$ cat src/rtl/msk_mux_skid_pkg.sv
// Shared helpers for the masked mux/skid slice: select width and share-interleaved bus indexing.
// A bus holds count bits per share; bit i of share j sits at i*d+j.
package msk_mux_skid_pkg;

  function automatic int sel_width(input int n);
    return (n > 1) ? $clog2(n) : 1;
  endfunction

  function automatic int share_bit_idx(input int bit_i, input int share_j, input int n_shares);
    return bit_i * n_shares + share_j;
  endfunction

  function automatic int bus_base(input int bus_k, input int bus_w);
    return bus_k * bus_w;
  endfunction

endpackage

$ cat src/rtl/msk_mux_skid_sel.sv
// Combinational per-share nin:1 masked mux; zero-latency, no backpressure (pure logic).
// Out-of-range selects yield all-zero data with selerr_o set.
module msk_mux_sel
  import msk_mux_skid_pkg::*;
#(
  parameter int d     = 2,
  parameter int count = 8,
  parameter int nin   = 4,
  localparam int SELW = sel_width(nin),
  localparam int W    = count * d
) (
  input  logic [nin*W-1:0] in_data_i,
  input  logic [SELW-1:0]  sel_i,
  output logic [W-1:0]     dat_o,
  output logic             selerr_o
);

  // Each output bit picks the same share bit of the chosen bus; shares never mix.
  always_comb begin
    dat_o    = '0;
    selerr_o = (32'(sel_i) >= 32'(nin));
    for (int k = 0; k < nin; k++) begin
      if (sel_i == SELW'(k)) begin
        for (int j = 0; j < d; j++) begin
          for (int i = 0; i < count; i++) begin
            dat_o[share_bit_idx(i, j, d)] = in_data_i[bus_base(k, W) + share_bit_idx(i, j, d)];
          end
        end
      end
    end
  end

endmodule

$ cat src/rtl/msk_mux_skid.sv
// Masked N:1 mux into a 2-entry skid buffer; 1-cycle in_fire->out_valid latency, full rate.
// in_ready is registered and drops only when the skid entry is occupied.
module msk_mux_skid
  import msk_mux_skid_pkg::*;
#(
  parameter int d     = 2,
  parameter int count = 8,
  parameter int nin   = 4,
  localparam int SELW = sel_width(nin),
  localparam int W    = count * d
) (
  input  logic              clk,
  input  logic              rst,
  input  logic              in_valid,
  output logic              in_ready,
  input  logic [SELW-1:0]   in_sel,
  input  logic [nin*W-1:0]  in_data,
  output logic              out_valid,
  input  logic              out_ready,
  output logic [W-1:0]      out_data,
  output logic              out_selerr
);

  typedef struct packed {
    logic [W-1:0] dat;
    logic         selerr;
  } beat_t;

  logic [W-1:0] sel_dat;
  logic         sel_err;
  beat_t        sel_beat;
  beat_t        m_q, m_d, s_q, s_d;
  logic         m_vld_q, m_vld_d, s_vld_q, s_vld_d, rdy_q, rdy_d;
  logic         in_fire, out_fire, m_free, m_ld_s, m_ld_in, s_ld_in;

  (* keep_hierarchy = "yes", dont_touch = "yes" *)
  msk_mux_sel #(
    .d     (d),
    .count (count),
    .nin   (nin)
  ) u_sel (
    .in_data_i (in_data),
    .sel_i     (in_sel),
    .dat_o     (sel_dat),
    .selerr_o  (sel_err)
  );

  assign sel_beat = '{dat: sel_dat, selerr: sel_err};
  assign in_fire  = in_valid & rdy_q;
  assign out_fire = m_vld_q & out_ready;

  always_comb begin
    m_free  = !m_vld_q || out_fire;
    m_ld_s  = m_free && s_vld_q;
    m_ld_in = m_free && !s_vld_q && in_fire;
    s_ld_in = in_fire && !m_ld_in;

    m_d     = m_q;
    s_d     = s_q;
    m_vld_d = m_vld_q;
    s_vld_d = s_vld_q;

    if (m_free) begin
      m_vld_d = s_vld_q || in_fire;
    end
    if (m_ld_s) begin
      m_d = s_q;
    end else if (m_ld_in) begin
      m_d = sel_beat;
    end

    // S drains into M and refills from the input in the same cycle when both happen.
    if (s_ld_in) begin
      s_d     = sel_beat;
      s_vld_d = 1'b1;
    end else if (m_ld_s) begin
      s_vld_d = 1'b0;
    end

    rdy_d = !s_vld_d;
  end

  always_ff @(posedge clk) begin
    if (rst) begin
      m_q     <= '0;
      s_q     <= '0;
      m_vld_q <= 1'b0;
      s_vld_q <= 1'b0;
      rdy_q   <= 1'b0;
    end else begin
      m_q     <= m_d;
      s_q     <= s_d;
      m_vld_q <= m_vld_d;
      s_vld_q <= s_vld_d;
      rdy_q   <= rdy_d;
    end
  end

  assign in_ready   = rdy_q;
  assign out_valid  = m_vld_q;
  assign out_data   = m_q.dat;
  assign out_selerr = m_q.selerr;

endmodule

$ cat config.mk
export PLATFORM = sky130hd
export DESIGN_NAME = msk_mux_skid
export DESIGN_NICKNAME = d
export VERILOG_FILES = /design/src/rtl/msk_mux_skid_pkg.sv /design/src/rtl/msk_mux_skid_sel.sv /design/src/rtl/msk_mux_skid.sv
export SDC_FILE = /design/constraint.sdc
export NUM_CORES = 1
export LEC_CHECK = 0
export BUFFER_PORTS_ARGS = -buffer_cell sky130_fd_sc_hd__buf_4
export CORE_ASPECT_RATIO = 1.1
export CORE_MARGIN = 3
export CORE_UTILIZATION = 45
export DETAILED_ROUTE_END_ITERATION = 12
export MAX_ROUTING_LAYER = met4
export PLACE_DENSITY = 0.76
export SLEW_MARGIN = 15
export SYNTH_ARGS = -nofsm -noshare
export SYNTH_HDL_FRONTEND = slang
export SYNTH_SLANG_ARGS = --single-unit
$ cat constraint.sdc
create_clock -name clk -period 1.6 [get_ports clk]
set_input_delay 0.16 -clock clk [delete_from_list [all_inputs] [get_ports clk]]
set_output_delay 0.16 -clock clk [all_outputs]
set_load 0.02 [all_outputs]
==> impl_metrics.env <==
export IMPL_outcome="finished, final reports clean"
export IMPL_design_power_total_w=0.002156
export IMPL_finalWorstPathRequiredPeriod_ns=1.441
export IMPL_timing_final_max_slew_violations=0
export IMPL_required_ns=1.81
export IMPL_timing_worst_setup_path_type="flop to flop"
export IMPL_detail_route_wirelength_um=4899
export IMPL_synth_area_per_cell_um2=11.60
export IMPL_cap_violations=0
export IMPL_drt_initial_drc_count=136
export IMPL_p_leak_nw=1.132
export IMPL_total_inserted_antenna_cells=0
export IMPL_port_buffers=88
export IMPL_finalHoldWorstSlack_ns=0.2984
export IMPL_cts_buffer_depth=2
export IMPL_core_area_um2=4473
export IMPL_yosysWarnings=0
export IMPL_chipHeight_um=78.62
export IMPL_initial_utilization=0.4822
export IMPL_finish_utilization=0.6417
export IMPL_grt_start_max_net_pins=55
export IMPL_final_setup_skew_ns=0.002469
export IMPL_site_row_count=25
export IMPL_detailedRoute_firstPassIterationCount=4
export IMPL_rsz0062_at_grt="false"
export IMPL_detail_route_antenna_nets=0
export IMPL_post_cts_setup_buffers=0
export IMPL_final_hold_viol_count=0
export IMPL_timing_setup_tns_ns=0
export IMPL_power_per_cell_area_nw_per_um2=751.2
export IMPL_cts_made_buffers=5
export IMPL_htree_levels=2
export IMPL_ys_seq_area_frac=0.3434
export IMPL_syn_num_nets=256
export IMPL_most_common_layout_cells="91 x sky130_fd_sc_hd__buf_4, 37 x sky130_fd_sc_hd__dfxtp_1, 35 x sky130_fd_sc_hd__nand2b_1"
export IMPL_total_grt_usage=0.1809
export IMPL_synthToLayoutAreaGrowth_pct=33.06
export IMPL_final_period_utilization=0.9007
export IMPL_synthesized_flop_and_latch_total=37
export IMPL_max_freq_ghz=0.6939
export IMPL_root_buffer_selected_by_cts="sky130_fd_sc_hd__clkbuf_8"
export IMPL_worst_slew_margin_rel=0.6658
export IMPL_clock_tree_from_tritoncts="done"
export IMPL_post_drt_via_cell_ratio=5.376
export IMPL_remaining_design_rule_violation_count=0
export IMPL_synthesis_instances=186
export IMPL_setup_viol=0
export IMPL_cp_max_fo=18
export IMPL_hp_class="input pin to flop"
export IMPL_syn_area_um2=2157
export IMPL_place_gp_congestion=0.7151
export IMPL_antenna_found_initial=0
export IMPL_synth_cell_types=22
export IMPL_design_die_area_um2=5661
export IMPL_io_pins=89
export IMPL_die_width_um=72.01
export IMPL_drive_gt1_frac=0.4528
export IMPL_clock_sink_count=37
export IMPL_path_clk_slew_ns=0.07
export IMPL_ir_worst_vdd_mv=0.3152
export IMPL_timing_worst_slew_pin_value_ns=0.5012
export IMPL_gr_total_overflow=0
export IMPL_detailedPlacementHpwl_um=3574
export IMPL_timing_critical_path_arrival_ns=1.65
export IMPL_fin_nets=335
export IMPL_endpoint_kind="flop"
export IMPL_cp_start_kind="flop"
export IMPL_grt_pass1_wl_um=7852
export IMPL_mostFrequentLayoutCell="sky130_fd_sc_hd__buf_4"
export IMPL_routedWlPerCell_um=15.36
export IMPL_dr_total_vias=1715
export IMPL_insertion_delay_ns=0.28
export IMPL_first_global_vias=1681
final cells by class:
cell class                      count  area, um2
Clock buffer                        7      86.33
Fill cell                         404       1603
Inverter                            1      3.754
Multi-Input combinational cell    128       1269
Sequential cell                    37      740.7
Tap cell                           54      67.56
Timing Repair Buffer               92      703.2
routing by layer:
metal,global-route usage,part of all wire
met2,0.2822,0.46
met1,0.2398,0.45
met5,-,0
met4,0.05451,0.014
met3,0.03201,0.067
flip-flops by register name (all words and copies together) (netlist names):
| name | cells |
|---|---|
| out_data | 16 |
| out_valid | 1 |
| s_vld_q | 1 |
| s_q | 17 |
| in_ready | 1 |
| out_selerr | 1 |
worst max-delay path, stage by stage (launching register included):
cell and delay [ns]:
sky130_fd_sc_hd__dfxtp_1 0.33, sky130_fd_sc_hd__buf_4 0.32, sky130_fd_sc_hd__inv_1 0.15, sky130_fd_sc_hd__a21oi_4 0.17, sky130_fd_sc_hd__buf_12 0.19, sky130_fd_sc_hd__mux2i_1 0.19
power by group:
part           internal (W)  total, W  switching, W
logic              0.000294  0.000525      0.000231
clock network      0.000341  0.000643      0.000301
registers          0.000964  0.000988     0.0000244
total               0.00160   0.00216      0.000557
per-stage QoR:
stage,setup WS (ns),cell area (um2),cells
final,0.1589,2870,319
after global routing,0.04710,2870,319
after CTS,0.09420,2869,319
after detailed placement,0.06659,2783,312
after global placement,0.07872,2783,312
after floorplan,0.2773,2157,186
worst paths after layout:
kind                                           start                      to  slack (ns)  cells after the start
worst max-delay path              s_vld_q$_SDFF_PP0_     s_q[7]$_SDFFE_PP0P_        0.16                      5
worst min-delay path                        in_valid  out_valid$_SDFFE_PP0P_        0.30                      3
worst max register to register    s_vld_q$_SDFF_PP0_     s_q[7]$_SDFFE_PP0P_        0.16                      5
worst min register to register  s_q[14]$_SDFFE_PP0P_    s_q[14]$_SDFFE_PP0P_        0.47                      2
cells by family (layout without fill, tap and decap cells):
logic type | after synthesis | in the layout | share of synthesized area
multiplexers | 50 | 50 | 0.3353
buffers and inverters | 21 | 100 | 0.06902
other | 1 | 1 | 0.001738
AO/OA/AOI/OAI | 39 | 39 | 0.1404
flip-flops | 37 | 37 | 0.3434
AND/OR/NAND/NOR | 38 | 38 | 0.1102
synthesized netlist by cell type:
| cell | number | area (um2) |
|---|---|---|
| sky130_fd_sc_hd__a211oi_2 | 10 | 125.1 |
| sky130_fd_sc_hd__and2_1 | 1 | 6.260 |
| sky130_fd_sc_hd__dfxtp_1 | 37 | 740.7 |
| sky130_fd_sc_hd__conb_1 | 1 | 3.750 |
| sky130_fd_sc_hd__a21oi_1 | 18 | 90.09 |
| sky130_fd_sc_hd__nand2b_1 | 35 | 219.0 |
| sky130_fd_sc_hd__buf_6 | 5 | 56.30 |
| sky130_fd_sc_hd__buf_4 | 2 | 15.01 |
| sky130_fd_sc_hd__inv_1 | 1 | 3.750 |
| sky130_fd_sc_hd__mux2i_1 | 34 | 340.3 |
| sky130_fd_sc_hd__nand2_1 | 1 | 3.750 |
| sky130_fd_sc_hd__a211oi_1 | 7 | 52.55 |
| sky130_fd_sc_hd__mux4_1 | 6 | 157.7 |
| sky130_fd_sc_hd__a31oi_1 | 1 | 6.260 |
| sky130_fd_sc_hd__a21oi_4 | 1 | 16.27 |
| sky130_fd_sc_hd__a21o_1 | 1 | 7.510 |
| sky130_fd_sc_hd__and3b_1 | 1 | 8.760 |
| sky130_fd_sc_hd__o21ai_0 | 1 | 5.000 |
| sky130_fd_sc_hd__buf_12 | 1 | 20.02 |
| sky130_fd_sc_hd__clkbuf_1 | 5 | 18.77 |
| sky130_fd_sc_hd__mux4_2 | 10 | 225.2 |
| sky130_fd_sc_hd__buf_2 | 7 | 35.03 |
repair_timing:
| action | 4_1_cts | 5_1_grt |
|---|---|---|
| setup endpoints to repair | 0 | 14 |
| hold buffers | 0 | 0 |
| gates resized for setup | 0 | 1 |
(Power assumes the default switching activity.)
